===== src/rtl/pipeline_batch_scheduler.sv =====
// Round-robin dispatch of whole bot batches across NUM_PIPES pipelines, with results re-emitted in dispatch order.
// Optional counters and occupancy outputs are enabled with `define SCHEDULER_STATS_EN.
`ifndef PCOEFF_COUNT_BITWIDTH
`define PCOEFF_COUNT_BITWIDTH 16
`endif

module pipeline_batch_scheduler #(
  parameter int NUM_PIPES  = 4,
  parameter int ORDER_LOG2 = 6,
  parameter int COUNT_W    = `PCOEFF_COUNT_BITWIDTH
) (
  input  logic                              clk,
  input  logic                              rst,
  input  logic [127:0]                      bot,
  input  logic                              writeData,
  input  logic [5:0]                        validBotPermutes,
  input  logic                              batchDone,
  output logic                              slowDownInput,
  output logic [127:0]                      pipeBot,
  output logic [5:0]                        pipeValidPermutes,
  output logic                              pipeBatchDone,
  output logic [NUM_PIPES-1:0]              pipeWriteData,
  input  logic [NUM_PIPES-1:0]              pipeSlowDown,
  input  logic [NUM_PIPES-1:0]              pipeResultsAvailable,
  output logic [NUM_PIPES-1:0]              pipeGrabResults,
  input  logic [NUM_PIPES*(COUNT_W+35)-1:0] pipePcoeffSum,
  input  logic [NUM_PIPES*COUNT_W-1:0]      pipePcoeffCount,
  output logic                              resultValid,
  input  logic                              resultReady,
  output logic [COUNT_W+34:0]               resultSum,
  output logic [COUNT_W-1:0]                resultCount,
`ifdef SCHEDULER_STATS_EN
  output logic [31:0]                       batchesDispatched,
  output logic [31:0]                       resultsReturned,
  output logic [ORDER_LOG2:0]               inFlight,
`endif
  output logic                              orderOverflow
);

  localparam int SUM_W  = COUNT_W + 35;
  localparam int PIPE_W = $clog2(NUM_PIPES);
  localparam int DEPTH  = 1 << ORDER_LOG2;
  localparam logic [ORDER_LOG2:0] FULL_LVL = (ORDER_LOG2+1)'(DEPTH);
  localparam logic [ORDER_LOG2:0] SLOW_LVL = (ORDER_LOG2+1)'(DEPTH - 2);

  typedef logic [PIPE_W-1:0] pipe_t;
  typedef enum logic {IDLE, IN_BATCH} state_t;

  state_t                state, stateNext;
  pipe_t                 rrPtr, lockTgt, target, head;
  pipe_t                 orderMem [DEPTH];
  logic [ORDER_LOG2-1:0] wrPtr, rdPtr;
  logic [ORDER_LOG2:0]   used;
  logic                  orderEmpty, orderFull;
  logic                  push, pushOk, grab, slowNext;
  logic [SUM_W-1:0]      sumArr [NUM_PIPES];
  logic [COUNT_W-1:0]    cntArr [NUM_PIPES];

  // First pipeline at or after start (cyclically) that is not slowed; start itself when all are slowed.
  function automatic pipe_t pickTarget(input pipe_t start, input logic [NUM_PIPES-1:0] slow);
    pipe_t pick;
    int    idx;
    pick = start;
    for (int k = NUM_PIPES - 1; k >= 0; k--) begin
      idx = int'(start) + k;
      if (idx >= NUM_PIPES) idx = idx - NUM_PIPES;
      if (!slow[pipe_t'(idx)]) pick = pipe_t'(idx);
    end
    return pick;
  endfunction

  function automatic pipe_t nextPtr(input pipe_t p);
    return (int'(p) == NUM_PIPES - 1) ? pipe_t'(0) : pipe_t'(int'(p) + 1);
  endfunction

  function automatic logic [NUM_PIPES-1:0] oneHot(input pipe_t p);
    logic [NUM_PIPES-1:0] oh;
    oh    = '0;
    oh[p] = 1'b1;
    return oh;
  endfunction

  for (genvar g = 0; g < NUM_PIPES; g++) begin : g_unpack
    assign sumArr[g] = pipePcoeffSum[g*SUM_W +: SUM_W];
    assign cntArr[g] = pipePcoeffCount[g*COUNT_W +: COUNT_W];
  end

  assign orderEmpty = (used == '0);
  assign orderFull  = (used == FULL_LVL);

  // Dispatch FSM
  always_ff @(posedge clk or posedge rst) begin
    if (rst) state <= IDLE;
    else     state <= stateNext;
  end

  always_comb begin
    stateNext = state;
    target    = (state == IN_BATCH) ? lockTgt : pickTarget(rrPtr, pipeSlowDown);
    push      = writeData && batchDone;
    if (writeData) stateNext = batchDone ? IDLE : IN_BATCH;
  end

  // Collector: only the oldest dispatched batch may be grabbed
  always_comb begin
    head            = orderMem[rdPtr];
    grab            = !orderEmpty && pipeResultsAvailable[head] && (!resultValid || resultReady);
    pipeGrabResults = grab ? oneHot(head) : '0;
    pushOk          = push && (!orderFull || grab);
    slowNext        = (used >= SLOW_LVL)
                    || ((state == IN_BATCH) && pipeSlowDown[lockTgt])
                    || ((state == IDLE) && (&pipeSlowDown));
  end

  always_ff @(posedge clk) begin
    if (pushOk) orderMem[wrPtr] <= target;
  end

  always_ff @(posedge clk or posedge rst) begin
    if (rst) begin
      rrPtr             <= '0;
      lockTgt           <= '0;
      wrPtr             <= '0;
      rdPtr             <= '0;
      used              <= '0;
      orderOverflow     <= 1'b0;
      slowDownInput     <= 1'b0;
      pipeWriteData     <= '0;
      pipeBot           <= '0;
      pipeValidPermutes <= '0;
      pipeBatchDone     <= 1'b0;
      resultValid       <= 1'b0;
      resultSum         <= '0;
      resultCount       <= '0;
    end else begin
      slowDownInput <= slowNext;
      pipeWriteData <= writeData ? oneHot(target) : '0;
      pipeBatchDone <= writeData && batchDone;
      if (writeData) begin
        pipeBot           <= bot;
        pipeValidPermutes <= validBotPermutes;
        lockTgt           <= target;
      end
      if (push) rrPtr <= nextPtr(target);
      if (push && !pushOk) orderOverflow <= 1'b1;
      if (pushOk) wrPtr <= wrPtr + 1'b1;
      if (grab)   rdPtr <= rdPtr + 1'b1;
      unique case ({pushOk, grab})
        2'b10:   used <= used + 1'b1;
        2'b01:   used <= used - 1'b1;
        default: ;
      endcase
      // Result FIFOs are show-ahead: head data is valid in the grab cycle
      if (grab) begin
        resultValid <= 1'b1;
        resultSum   <= sumArr[head];
        resultCount <= cntArr[head];
      end else if (resultReady) begin
        resultValid <= 1'b0;
      end
    end
  end

`ifdef SCHEDULER_STATS_EN
  always_ff @(posedge clk or posedge rst) begin
    if (rst) begin
      batchesDispatched <= '0;
      resultsReturned   <= '0;
    end else begin
      if (pushOk) batchesDispatched <= batchesDispatched + 32'd1;
      if (grab)   resultsReturned   <= resultsReturned + 32'd1;
    end
  end

  assign inFlight = used;
`endif

endmodule

===== config.mk =====
export PLATFORM = sky130hd
export DESIGN_NAME = pipeline_batch_scheduler
export DESIGN_NICKNAME = d
export VERILOG_FILES = /design/src/rtl/pipeline_batch_scheduler.sv
export SDC_FILE = /design/constraint.sdc
export NUM_CORES = 1
export LEC_CHECK = 0
export CAP_MARGIN = 20
export CORE_AREA = 4 4 240 242
export CTS_CLUSTER_SIZE = 40
export DETAILED_ROUTE_END_ITERATION = 10
export DIE_AREA = 0 0 244 246
export SLEW_MARGIN = 20
export SYNTH_ARGS = -nofsm -noshare
export SYNTH_HDL_FRONTEND = slang
export SYNTH_SLANG_ARGS = --single-unit

===== constraint.sdc =====
create_clock -name clk -period 9.4 [get_ports clk]
set_input_delay 1.88 -clock clk [delete_from_list [all_inputs] [get_ports clk]]
set_output_delay 1.88 -clock clk [all_outputs]
set_load 0.01 [all_outputs]

Word level (Yosys, flattened, before mapping) --
Memory sizes are Yosys's and may differ from the RTL's. Cells that the tools add are included.
Storage, ports and cells: bits in registers 233, memory bits (writable) 128, input bits 415, memories kept 1
Memories:
- orderMem | depth 64, width 2, read ports 1, clocked after memory_dff 0, wr ports 1, line 51 | pipe_t orderMem [DEPTH];
Cells by class: add/subtract/negate cells 12, $lt $le $gt $ge 15, eq/ne operators 4, muxes and demuxes 40, bitwise logic cells 2, reduce and logical (&&, ||, !) cells 21
Operator list (number):
- 51-bit binary-select mux with 2-bit select | 1
- 51-bit 2-to-1 mux | 2
- 16-bit binary-select mux with 2-bit select | 1
- 16-bit 2-to-1 mux | 2
- 2-bit by 3-bit less-than comparator with 1-bit output (second input constant) | 7
- 2-bit 2-to-1 mux | 10
- 7-bit case mux with 2 select lines | 1
- 1-bit 2-to-1 mux | 13
- 6-bit by 1-bit adder with 6-bit output (second input constant) | 2
- 1-bit binary-select mux with 2-bit select | 6
- 3-bit greater-or-equal comparator (second input constant) | 4
- 1-bit logical AND | 9
- 4-bit 2-to-1 mux | 2
- 2-bit by 1-bit subtractor with 2-bit output (second input constant) | 4
- 7-bit by 1-bit adder with 7-bit output (second input constant) | 1
- 7-bit equality test (second input constant) | 1
- 7-bit by 6-bit greater-or-equal comparator with 1-bit output (second input constant) | 1
- 7-bit zero test | 1
- 7-bit by 1-bit subtractor with 7-bit output (second input constant) | 1
- 2-bit by 2-bit adder with 3-bit output (second input constant) | 2
- 1-bit demux with 2-bit select | 2
- 2-bit by 1-bit equality test with 1-bit output (second input constant) | 2
- 2-bit by 1-bit greater-or-equal comparator with 1-bit output (second input constant) | 2
- 1-bit zero test | 4
- other kinds (9) | 13

Longest topological paths before layout --
depth after elaboration 15, mapped depth 23, gate-level depth less buffers 18

Least setup slack after synthesis --
OpenSTA, ideal clock, no wires.
kind input to register, start point in pipeResultsAvailable[0], end point reg used[6], library setup time 0.082 ns, data arrival time 4.584 ns, setup slack 4.734 ns, cell stages on the path 17, path through and3_1 a311oi_1 nand2_1 o211ai_4 buf_6 buf_4 nand2b_1 inv_1 ha_1 a21oi_1 o21bai_1 a21o_1 a21oi_1 nor2_1 nand3_1 mux2i_1 a31oi_1
Between the ends: cells in the longest elaborated chain, start to end 8
RTL lines:
- start, declared | line 24 | input logic [NUM_PIPES-1:0] pipeResultsAvailable,
- 1-bit binary-select mux with 2-bit select * | line 107 | grab = !orderEmpty && pipeResultsAvailable[head] && (!resultValid || resultReady);
- 1-bit 2-to-1 mux (not written as such) * | line 107
- 1-bit logical AND * (2 in a row) | line 107
- 1-bit logical OR | line 109 | pushOk = push && (!orderFull || grab);
- 1-bit logical AND | line 109
- 2-bit by 1-bit equality test with 1-bit output / 2-bit equality test (equally long branches) | line 148 | unique case ({pushOk, grab})
- 7-bit case mux with 2 select lines / 2-bit nonzero test (equally long branches)
- end signal, assigned | line 149 | 2'b10: used <= used + 1'b1;
- end signal, assigned | line 150 | 2'b01: used <= used - 1'b1;
- end, declared | line 53 | logic [ORDER_LOG2:0] used;
Mark *: on every way between the ends. The rest lies on a longest branch, timed or not. The select of a mux whose other input is x is not followed. A chain may end at the register's enable or synchronous reset.

Worst setup path in the final report --
start point reg rdPtr[0], end point out pipeGrabResults[0]
Between the ends: cells in the longest elaborated chain, start to end 6
RTL lines:
- start, declared | line 52 | logic [ORDER_LOG2-1:0] wrPtr, rdPtr;
- start signal, assigned | line 147 | if (grab) rdPtr <= rdPtr + 1'b1;
- memory 64 x 2 bit *
- 2-bit by 3-bit less-than comparator with 1-bit output (not written as such) (tied with other cells) | line 79 | oh[p] = 1'b1;
- 1-bit logical AND (not written as such) / 1-bit 2-to-1 mux (equally long branches) | line 79, 107
- 1-bit 2-to-1 mux (not written as such) / 1-bit logical AND (equally long branches) | line 79, 107
- 1-bit demux with 2-bit select / 1-bit logical AND (equally long branches) | line 79, 107
- 4-bit 2-to-1 mux * | line 108 | pipeGrabResults = grab ? oneHot(head) : '0;
- end, declared | line 25 | output logic [NUM_PIPES-1:0] pipeGrabResults,
Marks and branches as above.

==> run metrics <==
post-route minimum period 6180 ps; initial core utilization 0.297; Yosys top cell area share 0.356; Clk pin slew, worst setup/hold paths 60 ps; most used cell, CP buf_4; Power Total 7.91 mW; Seq/Total Area, Yosys 0.591; first-pass GRT wire length 85,500 um; cell area after synthesis 0.0164 mm^2; DRT iter0 DRCs 592; Setup Viol. Count Final 0; H-tree levels 2; DRC 0; CTS max path bufs 3; I/O Buffers 627; critical path cell sequence buf_4 > mux4_2 > a32o_1 > a211oi_1 > a2111o_1 > nor2_4 > buf_4 > nor3_1 > clkdlybuf4s50_1; cts hold-fix bufs 0; GPL Wtd Cong 0.872; post-synth net total 1,469; number of synthesized flops with an enable pin 128; setup bufs post-CTS 0; share of cells above drive strength 1 0.228; core area 0.0551 mm^2; GRT Residual Overflow 0; vias per cell 4.85; clk root buf clkbuf_16; status complete, no violations; Die Width 244 um; max_cap viols 0; crit-path max cell delay 640 ps; Final Cycle Share 0.658; vias in the first global route 12,700; Synth top cells by count dfrtp_1, mux2_2, edfxtp_1, mux4_2, nor3_1; warning count from the yosys run 0; Routed Antenna Nets 0; setup TNS 0 ps; hold crit path type reg2reg; f_max 0.162 GHz; FF-to-FF path depth 21; Max IR drop VDD 233 uV; final core occ 0.449; Setup Skew 24.2 ps; Overall Global Routing Usage 0.191; Least-Margin Pin Slew 1040 ps; Num CTS Buffers 42; area delta synth->final 51.1%; Crit. End Element output port; synthesis-stage register bit count 361; Rows 86; Worst EP required 7520 ps; Post-synth ARST share 0.645; Static Leak 9.28 nW; Critical Path AT 4300 ps; DPL Wire Length 45,800 um; WL final 59,900 um; Slew Viols, Final 0; syn avg cell area 15.7 um^2; CTS resizes 0; num ports 628; CTS tree done; WL per Instance 24.6 um; Cells after Synth 1,042; fin worst setup slack 3220 ps; Slew headroom 0.308; CTS sink cnt 361; Die Y 246 um; Initial DRT Pass Iterations 5; PwrDens 320 mW/mm^2; Final Hold Fails 0; area leader, netlist dfrtp_1; # fillers 5,021; Crit Path Max Fanout 32; top-count cell post-synth dfrtp_1; final net count 2,085; Synth area leaders dfrtp_1, edfxtp_1, mux2_2; pre-CTS WS 3610 ps; vias 11,800; Unique masters post-synth 57; Die Area 0.0600 mm^2; Slowest-stage cell, CP clkdlybuf4s50_1; startpoint types flop; Worst-Skew Late Latency 560 ps; Hold Path Depth 1; Most used DFF post-synth dfrtp_1; largest net degree at the start of global routing 110; initial antenna violation count 5; RSZ-0062 raised after global routing false; Setup Crit Path Kind reg2out
-- placed cells by master (no fill, tap or decap), drive strengths merged, types with 6 or more instances in the layout --
cell type	netlist	final
inv	16	17
nand2	25	25
nor2	28	28
and2	8	8
nor2b	6	6
ha	11	11
dfrtp	233	233
buf	38	18
nand2b	6	6
and3	9	9
nor3	55	55
a211oi	6	6
a21oi	12	12
mux2	208	208
clkdlybuf4s50	0	626
edfxtp	128	128
o21ai	11	11
xnor2	12	12
nor4	12	12
mux4	88	88
nand3	8	8
clkinv	0	10
clkbuf	34	57
mux2i	34	34
-- metrics by stage --
stage,cells,hold WS [ps],cell area (um^2)
after global routing,2436,508,24800
after floorplan,1042,468,16400
after CTS,2433,492,24700
after detailed placement,2361,464,23400
after global placement,2361,481,23400
final,2436,487,24800
-- critical path, delay by kind of cell, from the launching register on --
family | cells | cell delay, ps
AO/OA/AOI/OAI | 3 | 920
buffers and inverters | 3 | 1380
flip-flops | 1 | 320
multiplexers | 1 | 580
AND/OR/NAND/NOR | 2 | 530
-- logic make-up after synthesis --
logic type,share of synthesized area
flip-flops,0.591
multiplexers,0.285
AND/OR/NAND/NOR,0.0533
buffers and inverters,0.0245
AO/OA/AOI/OAI,0.0285
XOR/XNOR,0.00855
adder cells (fa/ha/maj),0.00962
-- final timing paths --
| check | start | end | slack (ps) |
|---|---|---|---|
| worst max-delay path | rdPtr[0] | pipeGrabResults[0] | 3220 |
| worst min-delay path | orderOverflow | orderOverflow | 490 |
| worst max register to register | rdPtr[1] | used[6] | 3970 |
| worst min register to register | orderOverflow | orderOverflow | 490 |
| max in group asynchronous | rst | resultSum[24] | 6260 |
| min in group asynchronous | rst | pipeBot[104] | 1880 |
-- power breakdown --
group          leakage [nW]  switching (mW)  internal [mW]
registers              3.89           0.226           1.99
clock network         0.646           0.651          0.944
logic                  4.75            1.93           2.17
total                  9.28            2.81           5.10
-- flip-flops by register name, indices dropped and copies added, names as in the netlist --
name and count:
lockTgt 2, orderMem 128, resultSum 51, orderOverflow 1, wrPtr 6, resultValid 1, pipeBatchDone 1, pipeBot 128
rdPtr 6, slowDownInput 1, pipeValidPermutes 6, used 7, pipeWriteData 4, resultCount 16, rrPtr 2, state 1
-- layout make-up --
| cell class | count | area [um^2] | area share |
|---|---|---|---|
| sequential | 361 | 9670 | 0.391 |
| timing repair buffer | 644 | 6420 | 0.260 |
| multi-input combinational | 593 | 6330 | 0.256 |
| clock buffer | 57 | 1120 | 0.0451 |
| tap | 748 | 936 | 0.0378 |
| clock inverter | 15 | 196 | 0.00793 |
| inverter | 16 | 67.6 | 0.00273 |
| antenna | 2 | 5.00 | 0.000202 |
-- layer usage --
metal,GRT usage,up-vias,wire length (um)
li1,-,5218,-
met1,0.226,5953,22700
met2,0.327,568,29800
met3,0.0697,71,5960
met4,0.0543,4,1490
met5,0,-,17
(Power assumes the default switching activity.)
